`config.mk`:
```
export PLATFORM = sky130hd
export DESIGN_NAME = display_pixel_reader
export DESIGN_NICKNAME = d
export VERILOG_FILES = /design/src/rtl/display_pixel_reader.sv
export SDC_FILE = /design/constraint.sdc
export NUM_CORES = 1
export LEC_CHECK = 0
export ABC_CLOCK_PERIOD_IN_PS = 3700
export CORE_AREA = 2 2 129 131
export CTS_CLUSTER_SIZE = 30
export DETAILED_ROUTE_END_ITERATION = 12
export DIE_AREA = 0 0 131 133
export PLACE_DENSITY = 0.74
export RECOVER_POWER = 50
export SLEW_MARGIN = 20
export SYNTH_ARGS = -nofsm -noshare
export SYNTH_HDL_FRONTEND = slang
export SYNTH_SLANG_ARGS = --single-unit
```
`constraint.sdc`:
```
create_clock -name clk -period 3.7 [get_ports clk]
set_input_delay 1.11 -clock clk [delete_from_list [all_inputs] [get_ports clk]]
set_output_delay 1.11 -clock clk [all_outputs]
set_load 0.01 [all_outputs]
```
`src/rtl/display_pixel_reader.sv`:
```
// ---------------------------------------------------------------------------
// display_pixel_reader
//
// Scans the 16-bit display frame buffer out as an Avalon-ST pixel stream.
// Issues pipelined Avalon-MM reads linearly from BASE_ADDR, captures the data
// returned after a fixed READ_LATENCY, buffers it in a small FIFO and
// presents it with start/end-of-frame markers.
//
// Ports:
//   clk, reset_n       sole clock, asynchronous active-low reset
//   enable             level; start/continue scanning frames
//   avm_address/read   word read address and read request (Avalon-MM master)
//   avm_waitrequest    slave stall
//   avm_readdata       read data, valid READ_LATENCY cycles after acceptance
//   st_data/valid      pixel stream (Avalon-ST source, ready latency 0)
//   st_ready           sink ready
//   st_sop/st_eop      first / last pixel of a frame
//   frame_done         one-cycle pulse after each frame's last pixel handshake
// ---------------------------------------------------------------------------
module display_pixel_reader #(
    parameter int BASE_ADDR    = 0,
    parameter int FRAME_PIXELS = 76800,
    parameter int READ_LATENCY = 1,
    parameter int FIFO_DEPTH   = 8
) (
    input  logic        clk,
    input  logic        reset_n,
    input  logic        enable,
    output logic [16:0] avm_address,
    output logic        avm_read,
    input  logic        avm_waitrequest,
    input  logic [15:0] avm_readdata,
    output logic [15:0] st_data,
    output logic        st_valid,
    input  logic        st_ready,
    output logic        st_sop,
    output logic        st_eop,
    output logic        frame_done
);

    localparam int PW = (FIFO_DEPTH > 1) ? $clog2(FIFO_DEPTH) : 1; // pointer width
    localparam int CW = PW + 1;                                   // occupancy width
    localparam int SW = CW + 1;                                   // occupancy + in-flight sum

    localparam logic [16:0] BASE  = 17'(BASE_ADDR);
    localparam logic [16:0] LAST  = 17'(FRAME_PIXELS - 1);
    localparam logic [SW-1:0] DEPTH = SW'(FIFO_DEPTH);

    localparam logic [1:0] S_IDLE  = 2'd0;
    localparam logic [1:0] S_FETCH = 2'd1;
    localparam logic [1:0] S_DRAIN = 2'd2;

    // -----------------------------------------------------------------------
    // State
    // -----------------------------------------------------------------------
    logic [1:0]              state_q,     state_d;
    logic [16:0]             addr_q,      addr_d;
    logic [16:0]             issue_cnt_q, issue_cnt_d;
    logic [16:0]             out_cnt_q,   out_cnt_d;
    logic [READ_LATENCY-1:0] vld_pipe_q,  vld_pipe_d;
    logic [CW-1:0]           inflight_q,  inflight_d;
    logic [CW-1:0]           count_q,     count_d;
    logic [PW-1:0]           wr_ptr_q,    wr_ptr_d;
    logic [PW-1:0]           rd_ptr_q,    rd_ptr_d;
    logic                    frame_done_q, frame_done_d;
    logic [15:0]             mem_q [FIFO_DEPTH];

    logic          room;
    logic          accept;
    logic          rtn;
    logic          pop;
    logic          eop_hs;
    logic [SW-1:0] committed;

    // -----------------------------------------------------------------------
    // Handshakes
    // -----------------------------------------------------------------------
    // Credit check: every issued read already owns a FIFO slot, so the FIFO
    // can never overflow. A pop in the same cycle is not credited; that costs
    // nothing at full rate as long as FIFO_DEPTH > READ_LATENCY+1.
    assign committed = SW'(count_q) + SW'(inflight_q);
    assign room      = committed < DEPTH;

    // Request is a pure function of state: during a stall nothing that feeds
    // it can grow (no accepts), so avm_read and avm_address stay put.
    assign avm_read    = (state_q == S_FETCH) && room;
    assign avm_address = addr_q;
    assign accept      = avm_read && !avm_waitrequest;

    // Oldest tap of the latency pipe marks avm_readdata as valid this cycle.
    assign rtn = vld_pipe_q[READ_LATENCY-1];

    assign st_valid   = (count_q != '0);
    assign st_data    = mem_q[rd_ptr_q];
    assign st_sop     = st_valid && (out_cnt_q == 17'd0);
    assign st_eop     = st_valid && (out_cnt_q == LAST);
    assign pop        = st_valid && st_ready;
    assign eop_hs     = pop && (out_cnt_q == LAST);
    assign frame_done = frame_done_q;

    // -----------------------------------------------------------------------
    // Next-state logic
    // -----------------------------------------------------------------------
    always_comb begin
        state_d      = state_q;
        addr_d       = addr_q;
        issue_cnt_d  = issue_cnt_q;
        out_cnt_d    = out_cnt_q;
        frame_done_d = eop_hs;

        vld_pipe_d = (vld_pipe_q << 1) | READ_LATENCY'(accept);
        inflight_d = inflight_q + CW'(accept) - CW'(rtn);
        count_d    = count_q + CW'(rtn) - CW'(pop);
        wr_ptr_d   = rtn ? wr_ptr_q + PW'(1) : wr_ptr_q;
        rd_ptr_d   = pop ? rd_ptr_q + PW'(1) : rd_ptr_q;

        if (pop) begin
            out_cnt_d = out_cnt_q + 17'd1;
        end

        case (state_q)
            S_IDLE: begin
                if (enable) begin
                    state_d     = S_FETCH;
                    addr_d      = BASE;
                    issue_cnt_d = 17'd0;
                    out_cnt_d   = 17'd0;
                end
            end
            S_FETCH: begin
                if (accept) begin
                    addr_d      = addr_q + 17'd1;
                    issue_cnt_d = issue_cnt_q + 17'd1;
                    // Compare against the last index rather than the frame
                    // size so a full 2^17-pixel frame still terminates.
                    if (issue_cnt_q == LAST) begin
                        state_d = S_DRAIN;
                    end
                end
            end
            S_DRAIN: begin
                // The last pixel can only leave after the last read was
                // accepted, so the eop handshake always lands here.
                if (eop_hs) begin
                    addr_d      = BASE;
                    issue_cnt_d = 17'd0;
                    out_cnt_d   = 17'd0;
                    state_d     = enable ? S_FETCH : S_IDLE;
                end
            end
            default: begin
                state_d = S_IDLE;
                addr_d  = BASE;
            end
        endcase
    end

    // -----------------------------------------------------------------------
    // Registers
    // -----------------------------------------------------------------------
    always_ff @(posedge clk or negedge reset_n) begin
        if (!reset_n) begin
            state_q      <= S_IDLE;
            addr_q       <= BASE;
            issue_cnt_q  <= 17'd0;
            out_cnt_q    <= 17'd0;
            vld_pipe_q   <= '0;
            inflight_q   <= '0;
            count_q      <= '0;
            wr_ptr_q     <= '0;
            rd_ptr_q     <= '0;
            frame_done_q <= 1'b0;
        end else begin
            state_q      <= state_d;
            addr_q       <= addr_d;
            issue_cnt_q  <= issue_cnt_d;
            out_cnt_q    <= out_cnt_d;
            vld_pipe_q   <= vld_pipe_d;
            inflight_q   <= inflight_d;
            count_q      <= count_d;
            wr_ptr_q     <= wr_ptr_d;
            rd_ptr_q     <= rd_ptr_d;
            frame_done_q <= frame_done_d;
        end
    end

    // Pixel storage needs no reset: occupancy is tracked by count_q alone.
    always_ff @(posedge clk) begin
        if (rtn) begin
            mem_q[wr_ptr_q] <= avm_readdata;
        end
    end

endmodule

```
==> flow_summary.json <==
{
  "status": "complete, but fails checks",
  "violations": "max-capacitance violations, max-slew violations",
  "drv_cap": 1,
  "swShare_pct": 32.0,
  "yosys.area.top_type": "edfxtp_1",
  "grt_setup_unrepaired": "false",
  "use_met3_pct": 3.68,
  "ios": 59,
  "placed_area_um2": 9630,
  "min_period_ns": 3.63,
  "synth_ff_type": "edfxtp_1",
  "dieArea_um2": 17400,
  "htreeDepth": 4,
  "startpoint_type": "flip-flop",
  "synth-seq-cells": 197,
  "cts-buffers-inserted": 17,
  "clockRootBuffer": "clkbuf_16",
  "core-area_um2": 16200,
  "ctsHoldBuffers": 0,
  "drv_slew": 31,
  "insertion_delay_ns": 0.44,
  "first_global_vias": 5352,
  "finalWorstSetupSlack_ns": 0.0733,
  "p_comb_share_pct": 33.3,
  "tritoncts": "yes",
  "switching_power_mw": 2.27,
  "layout_commonest_cell": "edfxtp_1",
  "grt_pass1_wl_um": 27600,
  "dpl.hpwl_um": 10800,
  "place_congestion": 0.835,
  "synth.cell_area_um2": 8710,
  "fin_crit_sh_pct": 98.0,
  "pre_cts_ws_ns": 0.153,
  "internal-power_mw": 4.83,
  "synth_cells": 597,
  "grt_start_max_net_pins": 41,
  "initial_core_util_pct": 53.9,
  "busiest_layer": "met2",
  "arrival_ns": 2.52,
  "hp-class": "reg2reg",
  "routed_wl_um": 16900,
  "nets": 711,
  "final.setup.tns_ns": 0,
  "p_seq_share_pct": 40.9,
  "drt-pass1-iter-count": 4,
  "initialDrtViolationCount": 301,
  "synth_area_leaders": "edfxtp_1 44%, dfrtp_1 20%, mux4_2 8.3%",
  "synth-seq-area-share_pct": 63.9,
  "die_y_um": 133,
  "antenna_found_initial": 0,
  "rr_startpoint": "count_q[2]",
  "rows": 47,
  "peakVddDrop_uv": 356,
  "finalHoldViolations": 0,
  "drc": 0,
  "fmax_mhz": 276,
  "worst-slew-pin-transition_ns": 1.66,
  "clockBufferDepth": 2,
  "hp-start": "rd_ptr_q[2]",
  "slew_headroom_pct": -10.8,
  "worstPathRequired_ns": 2.59,
  "critical_path_class": "reg2out",
  "clock_skew_ns": 0.0125,
  "viasPerCell": 5.75,
  "use_met1_pct": 27.1,
  "layout_common_cells": "128 x edfxtp_1, 68 x dfrtp_1, 41 x clkdlybuf4s50_1",
  "wl_per_cell_um": 18.7,
  "synth_top_area_share_pct": 44.1,
  "path_max_fanout": 2,
  "portBuffers": 58,
  "antennaDiodeCount": 0,
  "antenna_left": 0,
  "path_clk_slew_ns": 0.08,
  "syn_to_final_growth_pct": 17.6,
  "power.leakage_nw": 3.75,
  "fin_area_um2": 10200,
  "cp-end-kind": "primary output",
  "syn_area_per_cell_um2": 14.6,
  "grt_overflow": 0,
  "synth-edff-count": 128,
  "power.density_nw_per_um2": 693,
  "async_reset_ff_share_pct": 35.0,
  "num_vias": 5195,
  "yosys_warnings": 0,
  "grt_usage_pct": 20.8,
  "syn_nets": 638,
  "finalSetupViolCount": 0,
  "use_met2_pct": 35.1,
  "clock-sinks": 197,
  "whs_ns": 0.482,
  "die_w_um": 131,
  "clkPwrFrac_pct": 25.8,
  "critPathLaunch": "inflight_q[3]",
  "synth.distinct_cells": 62,
  "drive_gt1_share_pct": 17.4
}
power groups by stage:
stage | combinational [mW] | clock, mW | sequential (mW)
4_1_cts | 2.36 | 1.86 | 2.92
2_1_floorplan | 1.57 | 0 | 2.86
3_3_place_gp | 2.26 | 0 | 2.94
5_1_grt | 2.60 | 1.95 | 2.95
6_report | 2.36 | 1.83 | 2.91
3_5_place_dp | 2.35 | 0 | 2.96
per-stage QoR:
step           total power [mW]  cells  util (%)
2_1_floorplan              4.43    597         -
3_3_place_gp               5.20    866      59.5
3_5_place_dp               5.31    866      59.5
4_1_cts                    7.14    898      63.3
5_1_grt                    7.50    903      63.4
6_report                   7.10    903      63.4
layout make-up:
class	count	area, µm²
clock buffer	17	425
clock inverter	15	174
fill	1170	5920
inverter	24	90.1
multi-input combinational	349	2940
sequential	197	5570
tap	220	275
timing repair buffer	81	766
final timing paths:
check,slack [ns],to,cells after the start
min,0.48,rd_ptr_q[2],1
min in group asynchronous,1.09,out_cnt_q[13],1
min reg2reg,0.48,rd_ptr_q[2],1
max in group asynchronous,0.77,rd_ptr_q[0],2
max reg2reg,0.77,avm_address[12],7
max,0.07,avm_read,4
layer usage:
layer | part of all wire (%) | wire, µm | up-vias
met3 | 3.1 | 524 | 23
met1 | 43 | 7240 | 2636
met2 | 52 | 8800 | 98
met4 | 1.7 | 285 | 0
li1 | - | - | 2438
met5 | 0 | 0 | -
cell usage after synthesis, types with 4 or more instances:
cell type	count
a21oi_1	25
a31oi_1	8
and2_1	5
and3_1	9
and4_1	9
buf_2	7
clkbuf_1	14
dfrtp_1	69
edfxtp_1	128
ha_1	18
inv_1	22
mux2_2	17
mux4_2	32
nand2_1	31
nand2b_1	4
nand3_1	19
nand4_1	15
nor2_1	37
nor3_1	11
o21ai_0	22
o31ai_1	8
or4_1	6
xnor2_1	18
xor2_1	13
sequential cells by signal, summed over array words and instances (netlist names):
signal       count
wr_ptr_q         3
mem_q          128
rtn              1
count_q          4
frame_done       1
issue_cnt_q     17
state_q          2
rd_ptr_q         3
avm_address     17
inflight_q       4
out_cnt_q       17
critical path, cell delays in order (launching register included):
cell,delay (ns)
dfrtp_1,0.41
ha_1,0.31
or4_2,0.65
a21oi_1,0.16
clkdlybuf4s50_1,0.55
logic make-up (layout without fill, tap and decap cells):
| logic type | Yosys count | count (layout) | synth area share, % |
|---|---|---|---|
| buffers and inverters | 51 | 137 | 2.56 |
| and+or+nand+nor | 165 | 165 | 10.3 |
| DFF | 197 | 197 | 63.9 |
| xor gates and xnor gates | 31 | 31 | 3.12 |
| AOI/OAI and AO/OA | 83 | 83 | 6.48 |
| adders and majority gates | 20 | 20 | 3.04 |
| muxes | 50 | 50 | 10.6 |
repair_timing:
item,in CTS,in global routing
buffers inserted,0,5
setup endpoints to repair,5,5
pin swaps,0,0
gates resized for setup,1,0
Power figures use the tool's default switching activity.
